## src/rtl/core_regfile_read_pkg.sv

```systemverilog
// Shared core types for the register file slice: data word, register number, NZCV flags.
// Optional feature macro used by this slice: CORE_REGS_BYPASS_EN.
package core_regfile_read_pkg;

    localparam int WORD_W   = 32;
    localparam int REG_W    = 4;
    localparam int FLAGS_W  = 4;
    localparam int NUM_REGS = 15;

    typedef logic [WORD_W-1:0]  word;
    typedef logic [REG_W-1:0]   reg_num;
    // Bit order is {N, Z, C, V}
    typedef logic [FLAGS_W-1:0] psr_flags;

    localparam reg_num R15 = 4'd15;

endpackage

```

## src/rtl/core_regfile_scoreboard.sv

```systemverilog
// Pending-write scoreboard: one bit per stored register, set on issue, cleared on writeback.
// With CORE_REGS_BYPASS_EN undefined, a same-cycle writeback to a requested register also stalls.
module core_regfile_scoreboard
    import core_regfile_read_pkg::*;
(
    input  logic               clk,
    input  logic               rst_n,
    input  logic               rd_a_req,
    input  logic [REG_W-1:0]   rd_a_num,
    input  logic               rd_b_req,
    input  logic [REG_W-1:0]   rd_b_num,
    input  logic               issue_en,
    input  logic [REG_W-1:0]   issue_rd,
    input  logic               wb_en,
    input  logic [REG_W-1:0]   wb_rd,
    output logic               hazard,
    output logic [NUM_REGS-1:0] pending
);

    logic [NUM_REGS-1:0] r_pending;
    logic [NUM_REGS-1:0] w_set_mask;
    logic [NUM_REGS-1:0] w_clr_mask;
    logic [15:0]         w_pending16;
    logic                w_hz_a;
    logic                w_hz_b;
    logic                w_wb_a;
    logic                w_wb_b;

    // Shifting a one into bit 15 falls off the truncated mask, so R15 never becomes pending.
    assign w_set_mask  = issue_en ? NUM_REGS'(16'd1 << issue_rd) : '0;
    assign w_clr_mask  = wb_en    ? NUM_REGS'(16'd1 << wb_rd)    : '0;
    assign w_pending16 = {1'b0, r_pending};

    // Clear first, then set, so an issue to the same register wins over its writeback.
    always_ff @(posedge clk) begin
        if (!rst_n) begin
            r_pending <= '0;
        end else begin
            r_pending <= (r_pending & ~w_clr_mask) | w_set_mask;
        end
    end

    assign w_hz_a = rd_a_req && w_pending16[rd_a_num];
    assign w_hz_b = rd_b_req && w_pending16[rd_b_num];

`ifdef CORE_REGS_BYPASS_EN
    assign w_wb_a = 1'b0;
    assign w_wb_b = 1'b0;
`else
    assign w_wb_a = rd_a_req && wb_en && (wb_rd != R15) && (rd_a_num == wb_rd);
    assign w_wb_b = rd_b_req && wb_en && (wb_rd != R15) && (rd_b_num == wb_rd);
`endif

    assign hazard  = w_hz_a || w_hz_b || w_wb_a || w_wb_b;
    assign pending = r_pending;

endmodule

```

## src/rtl/core_regfile_read.sv

```systemverilog
// Architectural register file R0-R14 with two registered read ports, NZCV flags and R15-write branch.
// CORE_REGS_BYPASS_EN forwards a same-edge writeback to a matching read request.
module core_regfile_read
    import core_regfile_read_pkg::*;
(
    input  logic                clk,
    input  logic                rst_n,
    input  logic                rd_a_req,
    input  logic                rd_b_req,
    input  logic [REG_W-1:0]    rd_a_num,
    input  logic [REG_W-1:0]    rd_b_num,
    input  logic [WORD_W-1:0]   pc_visible,
    output logic [WORD_W-1:0]   rd_a,
    output logic [WORD_W-1:0]   rd_b,
    output logic                hazard,
    input  logic                issue_en,
    input  logic [REG_W-1:0]    issue_rd,
    input  logic                wb_en,
    input  logic [REG_W-1:0]    wb_rd,
    input  logic [WORD_W-1:0]   wb_value,
    input  logic                wb_update_flags,
    input  logic [FLAGS_W-1:0]  wb_flags,
    output logic [FLAGS_W-1:0]  flags,
    output logic                branch,
    output logic [WORD_W-1:0]   branch_target
);

    // Read handshake: a request is always sampled at the edge; when hazard is high in that
    // cycle the returned data is stale and issue must re-request on the following cycle.

    word                 r_regs [NUM_REGS];
    word                 r_rd_a;
    word                 r_rd_b;
    psr_flags            r_flags;
    logic                r_branch;
    word                 r_branch_target;
    word                 w_rd_a_data;
    word                 w_rd_b_data;
    logic                w_wb_reg;
    logic [NUM_REGS-1:0] w_pending;

    assign w_wb_reg = wb_en && (wb_rd != R15);

    always_comb begin
        w_rd_a_data = (rd_a_num == R15) ? pc_visible : r_regs[rd_a_num];
        w_rd_b_data = (rd_b_num == R15) ? pc_visible : r_regs[rd_b_num];
`ifdef CORE_REGS_BYPASS_EN
        if (w_wb_reg && (rd_a_num == wb_rd)) w_rd_a_data = wb_value;
        if (w_wb_reg && (rd_b_num == wb_rd)) w_rd_b_data = wb_value;
`endif
    end

    always_ff @(posedge clk) begin
        if (!rst_n) begin
            for (int i = 0; i < NUM_REGS; i++) begin
                r_regs[i] <= '0;
            end
            r_rd_a          <= '0;
            r_rd_b          <= '0;
            r_flags         <= '0;
            r_branch        <= 1'b0;
            r_branch_target <= '0;
        end else begin
            if (w_wb_reg) begin
                r_regs[wb_rd] <= wb_value;
            end
            if (rd_a_req) r_rd_a <= w_rd_a_data;
            if (rd_b_req) r_rd_b <= w_rd_b_data;
            if (wb_update_flags) r_flags <= wb_flags;
            // R15 is not stored; a write to it becomes a one-cycle branch request.
            r_branch <= wb_en && (wb_rd == R15);
            if (wb_en && (wb_rd == R15)) begin
                r_branch_target <= wb_value;
            end
        end
    end

    core_regfile_scoreboard u_scoreboard (
        .clk      (clk),
        .rst_n    (rst_n),
        .rd_a_req (rd_a_req),
        .rd_a_num (rd_a_num),
        .rd_b_req (rd_b_req),
        .rd_b_num (rd_b_num),
        .issue_en (issue_en),
        .issue_rd (issue_rd),
        .wb_en    (wb_en),
        .wb_rd    (wb_rd),
        .hazard   (hazard),
        .pending  (w_pending)
    );

    assign rd_a          = r_rd_a;
    assign rd_b          = r_rd_b;
    assign flags         = r_flags;
    assign branch        = r_branch;
    assign branch_target = r_branch_target;

endmodule

```

## config.mk

```make
export PLATFORM = sky130hd
export DESIGN_NAME = core_regfile_read
export DESIGN_NICKNAME = d
export VERILOG_FILES = /design/src/rtl/core_regfile_read_pkg.sv /design/src/rtl/core_regfile_scoreboard.sv /design/src/rtl/core_regfile_read.sv
export SDC_FILE = /design/constraint.sdc
export NUM_CORES = 1
export LEC_CHECK = 0
export CORE_MARGIN = 1
export CORE_UTILIZATION = 25
export CTS_BUF_LIST = sky130_fd_sc_hd__clkbuf_16
export CTS_CLUSTER_DIAMETER = 50
export DETAILED_ROUTE_END_ITERATION = 7
export HOLD_SLACK_MARGIN = 0.06
export PLACE_DENSITY = 0.4
export SYNTH_ARGS = -nofsm -noshare
export SYNTH_HDL_FRONTEND = slang
export SYNTH_SLANG_ARGS = --single-unit
```

## constraint.sdc

```tcl
create_clock -name clk -period 10 [get_ports clk]
set_input_delay 2 -clock clk [delete_from_list [all_inputs] [get_ports clk]]
set_output_delay 2 -clock clk [all_outputs]
set_load 0.005 [all_outputs]
```

==> results of run 1 <==
-- registers in the layout (all words and copies together), names as in the netlist --
name / cells
branch: 1
r_regs: 480
rd_b: 32
rd_a: 32
u_scoreboard.pending: 15
branch_target: 32
flags: 4
-- worst paths after layout --
check / startpoint / end / slack, ns
setup / recovery: rd_a_num[0] / hazard / 3.43
hold / removal: rd_b[13]$_SDFFE_PN0P_ / rd_b[13]$_SDFFE_PN0P_ / 0.44
setup reg to reg: r_regs[7][21]$_SDFFCE_PN0P_ / rd_b[21]$_SDFFE_PN0P_ / 8.14
hold reg to reg: rd_b[13]$_SDFFE_PN0P_ / rd_b[13]$_SDFFE_PN0P_ / 0.44
-- final cells by class --
| type | count | area share |
|---|---|---|
| Sequential cell | 596 | 0.457 |
| Clock buffer | 93 | 0.0636 |
| Timing Repair Buffer | 246 | 0.0638 |
| Clock inverter | 71 | 0.0149 |
| Antenna cell | 6 | 0.000410 |
| Multi-Input combinational cell | 1505 | 0.345 |
| Inverter | 3 | 0.000342 |
| Tap cell | 1612 | 0.0551 |
-- synth_stat cells, types with 2 or more instances --
master and n:
o2111ai_1 2, dfxtp_1 116, o22ai_1 43, and2_1 481, xnor2_1 2, buf_6 8
edfxtp_1 480, nor2_1 58, buf_4 8, clkbuf_1 148, mux4_1 10, mux2i_1 63
a222oi_1 11, o21ai_1 22, mux2_2 85, nor2b_1 6, o221ai_1 22, or2_2 3
nand2_1 193, inv_1 2, nand3b_1 3, a21oi_1 100, o211ai_1 43, nand2b_1 29
buf_2 48, nand4_1 2, nor4b_1 2, xor2_1 6, nor4_1 2, buf_1 9
and3_1 2, mux4_2 175, nand3_1 5, nor3_1 2, a31oi_1 22, o21ai_0 104
-- worst max-delay path, stage by stage --
cell and delay (ns):
buf_6 0.44, nand2b_1 0.67, o221ai_1 0.48, o2111ai_1 0.17
o2111ai_1 0.18, clkdlybuf4s50_1 0.57
-- where the power goes --
part / switching [mW] / internal (mW) / total (mW)
registers: 0.0872 / 2.83 / 2.91
logic: 0.420 / 0.307 / 0.727
clock network: 1.21 / 1.84 / 3.05
-- kinds of logic after synthesis --
group,share of synthesized area
AO/OA/AOI/OAI,0.0732
XOR/XNOR,0.00232
buffers and inverters,0.0335
flip-flops,0.555
multiplexers,0.192
AND/OR/NAND/NOR,0.144
-- metal layers --
layer	track usage	wire (µm)	up-vias
met5	0	37	-
met4	0.0687	4070	6
met3	0.0429	8610	212
met2	0.336	59400	889
met1	0.260	52100	10900
li1	-	-	8936
-- through the flow --
stage	setup slack, ns	hold slack (ns)
3_3_place_gp	3.34	0.433
5_1_grt	3.32	0.467
3_5_place_dp	3.33	0.436
6_report	3.43	0.440
4_1_cts	3.33	0.444
2_1_floorplan	4.61	0.439
==> flow_summary.ini, run 1 <==
[cells_and_area]
drive_gt1_frac = 0.198
final_common_cell = and2_1
stdcell_count = 4132
final.fill_count = 12100
final_nets = 2531
fin_area_mm2 = 0.0366
layout_common_cells = 481 x and2_1, 480 x edfxtp_1, 192 x nand2_1
finish.utilization = 0.306
regArea_mm2 = 0.0167
multi_input_area_mm2 = 0.0126
area_growth_pct = 21.5

[yosys]
synth-seq-cells = 596
synth.distinct_cells = 45
syn-cell-area_mm2 = 0.0301
async_flop_share = 0
synth_edf_count = 480
yosys-top-cells-area = edfxtp_1 48%, mux4_2 13%, and2_1 10%
ys.warnings.count = 0
synth_top_area_frac = 0.478
synth_cells = 2326
ys_seq_area_frac = 0.555
avgSynthCellArea_um2 = 13.0
synth_largest_area_cell = edfxtp_1
synth_nets = 2417
synth_ff_type = edfxtp_1

[clock_tree]
postCtsSetupRepairBufs = 0
cts_tree = yes
clk_latency_ns = 0.65
cts_buffer_depth = 3
cts-root-buf = clkbuf_16
hold_buffers = 0
htreeDepth = 3
ctsResizeCount = 0
cts_sinks = 596
clk_pin_slew_ns = 0.05
numCtsBuffers = 88

[sta]
fin_skew_ns = 0.0167
finalCritPeriodShare = 0.657
tightest_slew_ns = 1.12
hold_viol_final = 0
final.setup.tns_ns = 0
slew_viol_final = 0
setup_viol = 0
timing.final.crit_period_ns = 6.57
rsz0062_at_grt = no
max-slew-margin-rel = 0.250
max_freq_mhz = 152

[placement]
place_congestion = 0.841
numPortBuffers = 192
placed_area_mm2 = 0.0337
dp_hpwl_um = 68900
dp_cells = 3962

[setup_path]
required_ns = 8.00
worst-path-max-fanout = 39
cp-end-kind = primary output
worst_setup_path_start_kind = input port
path_class = input port to primary output
ff2ff_path_depth = 5
crit_arrival_ns = 4.57

[grt]
antenna_found_initial = 15
grt_overflow = 0
grt_usage = 0.202
grt_pass1_vias = 21400
grt_pass1_wl_um = 171000
grt_max_degree = 85

[power_and_ir_drop]
p_leak_nw = 12.4
total_power_mw = 6.69
ir_drop_mv = 0.122
power_density_mw_per_mm2 = 183

[floorplanning]
dieHeight_um = 349
initial_core_util = 0.252
die_area_mm2 = 0.122
die_w_um = 349
rows = 127
core_area_mm2 = 0.120
num_io_pins = 193

[route]
wirelength_um = 124000
wl_per_cell_um = 30.1
detail-route-antenna-nets = 0
drc_errors = 0
drt_iter0_markers = 2021
vias_per_cell = 5.07
drtPass1Iterations = 6
vias = 20900

[worst_hold_path]
hp-class = flop to flop
whs_path_depth = 2

[flow_run]
drv_cap = 0

[status]
run_status = completed
(Power assumes the default switching activity.)
==> run 2: changes to the inputs <==
==> constraint.sdc (replaced) <==
create_clock -name clk -period 6.2 [get_ports clk]
set_input_delay 1.24 -clock clk [delete_from_list [all_inputs] [get_ports clk]]
set_output_delay 1.24 -clock clk [all_outputs]
set_load 0.005 [all_outputs]
==> flow_summary.ini, run 2 (synthesis gave the netlist of run 1 again) <==
[status]
run_status = completed

[setup_path]
worst-path-max-fanout = 11
path_class = input port to primary output
cpMaxStageDelayCell = clkdlybuf4s50_1
worst_setup_path_start_kind = input port
crit_arrival_ns = 3.46
cp-end-kind = primary output
path_common_cell = clkdlybuf4s50_1
required_ns = 4.96
critPathMaxStageDelay_ns = 0.73
crit_chain = clkdlybuf4s50_1, xnor2_1, nand2_1, nor4_1, a31oi_1, o2111ai_1, clkdlybuf4s50_1

[placement]
dp_hpwl_um = 72300
numPortBuffers = 192
place_congestion = 0.843

[power_and_ir_drop]
p_leak_nw = 12.5
power_density_mw_per_mm2 = 300
ir_drop_mv = 0.199
clkPwrFrac = 0.469
p_seq_frac = 0.424
p_sw_mw = 2.89
total_power_mw = 11.1
p_sw_frac = 0.261
p_int_mw = 8.18
power_frac_comb = 0.106

[route]
detail-route-antenna-nets = 0
drt_iter0_markers = 1877
drtPass1Iterations = 8
vias_per_cell = 5.04
wl_per_cell_um = 29.2
wirelength_um = 121000
vias = 20900
drc_errors = 0

[grt]
antenna_found_initial = 9
grt_pass1_vias = 21500
grt_overflow = 0
grt_pass1_wl_um = 169000
grt_max_degree = 104
grt_usage = 0.197

[clock_tree]
htreeDepth = 3
postCtsSetupRepairBufs = 0
clk_latency_ns = 0.65
cts-root-buf = clkbuf_16
cts_tree = yes
clk_pin_slew_ns = 0.05
ctsResizeCount = 0
cts_buffer_depth = 3
numCtsBuffers = 90
cts_sinks = 596
hold_buffers = 0

[cells_and_area]
drive_gt1_frac = 0.206
top_register = r_regs
final_common_cell = and2_1
multi_input_area_mm2 = 0.0126
largest_register_ffs = 480
area_growth_pct = 22.4
regArea_mm2 = 0.0167
final_nets = 2545
final.fill_count = 12000
layout_common_cells = 481 x and2_1, 480 x edfxtp_1, 192 x nand2_1

[sta]
max-slew-margin-rel = 0.214
tightest_slew_ns = 1.17
timing.final.crit_period_ns = 4.70
setup_viol = 0
finalCritPeriodShare = 0.758
max_freq_mhz = 213
slew_viol_final = 0
hold_viol_final = 0
final.setup.tns_ns = 0
fin_skew_ns = 0.0142
rsz0062_at_grt = no

[floorplanning]
dieHeight_um = 349
die_area_mm2 = 0.122
num_io_pins = 193
core_area_mm2 = 0.120
initial_core_util = 0.252
rows = 127
die_w_um = 349

[worst_hold_path]
hp-class = flop to flop

[flow_run]
drv_cap = 0
## run 2: cell count changes in the layout (fill, tap and decap cells not counted), moves of 3 or more
cell       before  now
buf_12          1    4
buf_4          56   65
bufinv_16       6    9
clkinv_2       16   10
inv_1          17   10
inv_6           7   13
inv_8           0    4
## run 2: layout make-up
class,count,area share
Sequential cell,596,0.454
Multi-Input combinational cell,1505,0.342
Timing Repair Buffer,258,0.0667
Clock buffer,92,0.0624
Tap cell,1612,0.0547
Clock inverter,77,0.0201
Inverter,3,0.000305
Antenna cell,4,0.000271
## run 2: power groups by stage
stage | logic [mW] | registers [mW] | clock network [mW]
2_1_floorplan | 0.650 | 4.72 | 0
3_3_place_gp | 1.19 | 4.77 | 0
3_5_place_dp | 1.19 | 4.78 | 0
4_1_cts | 1.19 | 4.70 | 5.30
5_1_grt | 1.25 | 4.72 | 5.46
6_report | 1.18 | 4.70 | 5.19
## run 2: final timing paths
kind	start	endpoint	slack, ns	cells after the start
worst max register to register	r_regs[0][18]$_SDFFCE_PN0P_	rd_b[18]$_SDFFE_PN0P_	4.38	4
worst min-delay path	rd_b[12]$_SDFFE_PN0P_	rd_b[12]$_SDFFE_PN0P_	0.44	2
worst max-delay path	wb_rd[3]	hazard	1.50	7
worst min register to register	rd_b[12]$_SDFFE_PN0P_	rd_b[12]$_SDFFE_PN0P_	0.44	2
## run 2: layer usage
layer | routed length (µm) | track usage | part of all wire | vias to the layer above
met2 | 58300 | 0.328 | 0.48 | 835
met3 | 6810 | 0.0296 | 0.056 | 153
met5 | 12 | 0 | 0.000099 | -
met4 | 2720 | 0.0514 | 0.022 | 2
met1 | 53300 | 0.265 | 0.44 | 11000
li1 | - | - | - | 8966
## run 2: stage by stage
step	hold slack (ns)	utilization	area, µm²	std cells	worst slack (ns)
3_5_place_dp	0.439	0.282	33800	3974	1.52
5_1_grt	0.457	0.308	36900	4143	1.43
4_1_cts	0.447	0.308	36900	4143	1.52
3_3_place_gp	0.434	0.282	33800	3974	1.49
6_report	0.441	0.308	36900	4147	1.50
2_1_floorplan	0.439	-	30100	2326	1.57
## run 2: critical path: cells and delay by family
family	cells	cell delay [ns]
buffers and inverters	2	1.30
AO/OA/AOI/OAI	2	0.39
AND/OR/NAND/NOR	2	0.35
XOR/XNOR	1	0.19
==> run 3: changes to the inputs <==
==> constraint.sdc (replaced) <==
create_clock -name clk -period 4.7 [get_ports clk]
set_input_delay 0.94 -clock clk [delete_from_list [all_inputs] [get_ports clk]]
set_output_delay 0.94 -clock clk [all_outputs]
set_load 0.005 [all_outputs]
==> flow_summary.ini, run 3 (synthesis gave the netlist of run 1 again) <==
[status]
run_status = completed

[sta]
finalCritPeriodShare = 0.841
rsz0062_at_grt = no
slew_viol_final = 0
max_freq_mhz = 253
tightest_slew_ns = 1.03
fin_skew_ns = 0.0142
timing.final.crit_period_ns = 3.95
fin_hold_ws_ns = 0.440
max-slew-margin-rel = 0.310
final.setup.tns_ns = 0
hold_viol_final = 0
setup_viol = 0

[clock_tree]
clk_pin_slew_ns = 0.05
numCtsBuffers = 92
clk_latency_ns = 0.65
cts_sinks = 596
cts_buffer_depth = 3
hold_buffers = 0
postCtsSetupRepairBufs = 0
ctsResizeCount = 0
cts_tree = yes
htreeDepth = 3
cts-root-buf = clkbuf_16

[setup_path]
path_class = input port to primary output
crit_chain = clkdlybuf4s50_1, xor2_1, nor3_1, a31oi_1, o2111ai_1, clkdlybuf4s50_1
r2r_slack_ns = 2.79
crit_arrival_ns = 3.01
cpMaxStageDelayCell = clkdlybuf4s50_1
worst_setup_path_start_kind = input port
ff2ff_path_depth = 4
r2r_start = r_regs[14][19]$_SDFFCE_PN0P_
reg2reg_to = rd_b[19]$_SDFFE_PN0P_
worst-path-max-fanout = 6
path_common_cell = clkdlybuf4s50_1
cp-end-kind = primary output
required_ns = 3.76
critPathMaxStageDelay_ns = 0.70

[worst_hold_path]
hp-class = flop to flop
whs_path_depth = 2
min_from = rd_b[6]$_SDFFE_PN0P_
min_to = rd_b[6]$_SDFFE_PN0P_

[grt]
grt_pass1_wl_um = 166000
grt_overflow = 0
grt_max_degree = 129
antenna_found_initial = 14
grt_pass1_vias = 21200
grt_usage = 0.194

[route]
wl_per_cell_um = 28.9
wirelength_um = 120000
drtPass1Iterations = 5
detail-route-antenna-nets = 0
vias = 20800
drc_errors = 0
vias_per_cell = 5.02
drt_iter0_markers = 2094

[cells_and_area]
layout_common_cells = 481 x and2_1, 480 x edfxtp_1, 192 x nand2_1
drive_gt1_frac = 0.203
area_growth_pct = 22.6
largest_register_ffs = 480
fin_area_mm2 = 0.0369
final.fill_count = 12000
final_common_cell = and2_1
final_nets = 2545
top_register = r_regs

[power_and_ir_drop]
p_leak_nw = 12.5
power_density_mw_per_mm2 = 394
ir_drop_mv = 0.241

[placement]
place_congestion = 0.802
placed_area_mm2 = 0.0339
numPortBuffers = 192
dp_hpwl_um = 68700

[floorplanning]
die_w_um = 349
core_area_mm2 = 0.120
dieHeight_um = 349
die_area_mm2 = 0.122
num_io_pins = 193
rows = 127
initial_core_util = 0.252

[flow_run]
drv_cap = 0
[run 3: critical path, delay by kind of cell]
kind	cells	cell delay (ns)
AND/OR/NAND/NOR	1	0.16
AO/OA/AOI/OAI	2	0.37
XOR/XNOR	1	0.27
buffers and inverters	2	1.25
[run 3: power by group]
part	internal, mW	switching (mW)
Sequential	6.01	0.181
Combinational	0.672	0.883
Clock	4.17	2.65
Total	10.8	3.71
[run 3: worst max-delay path by stage]
stage                      startpoint                         end  depth (start not counted)
after floorplan              wb_rd[0]  r_regs[8][0]$_SDFFCE_PN0P_                          4
after global placement       wb_rd[3]                      hazard                          7
after detailed placement  rd_a_num[3]                      hazard                          6
after CTS                    wb_rd[3]                      hazard                          7
after global routing         wb_rd[3]                      hazard                          7
final                     rd_a_num[3]                      hazard                          6
[run 3: final cells by class]
cell class                      instances  area, µm²  area share
Clock buffer                           93       2330      0.0630
Multi-Input combinational cell       1505      12600       0.341
Inverter                                3       11.3    0.000305
Clock inverter                         72        684      0.0185
Tap cell                             1612       2020      0.0546
Sequential cell                       596      16700       0.453
Antenna cell                            5       12.5    0.000339
Timing Repair Buffer                  256       2550      0.0689
[run 3: routing by layer]
metal / share of wire / wire length, µm / vias to the layer above / GRT usage
li1: - / - / 8948 / -
met1: 0.44 / 52900 / 10800 / 0.262
met2: 0.47 / 56100 / 801 / 0.318
met3: 0.056 / 6720 / 203 / 0.0287
met4: 0.031 / 3760 / 4 / 0.0615
met5: 0.00023 / 28 / - / 0
[run 3: metrics by stage]
stage / std cells / util / worst slack [ns] / power, mW
6_report: 4142 / 0.308 / 0.747 / 14.6
5_1_grt: 4139 / 0.308 / 0.648 / 15.0
4_1_cts: 4137 / 0.308 / 0.771 / 14.7
3_5_place_dp: 3972 / 0.283 / 0.798 / 7.86
3_3_place_gp: 3972 / 0.283 / 0.699 / 7.85
2_1_floorplan: 2326 / - / 0.370 / 7.08
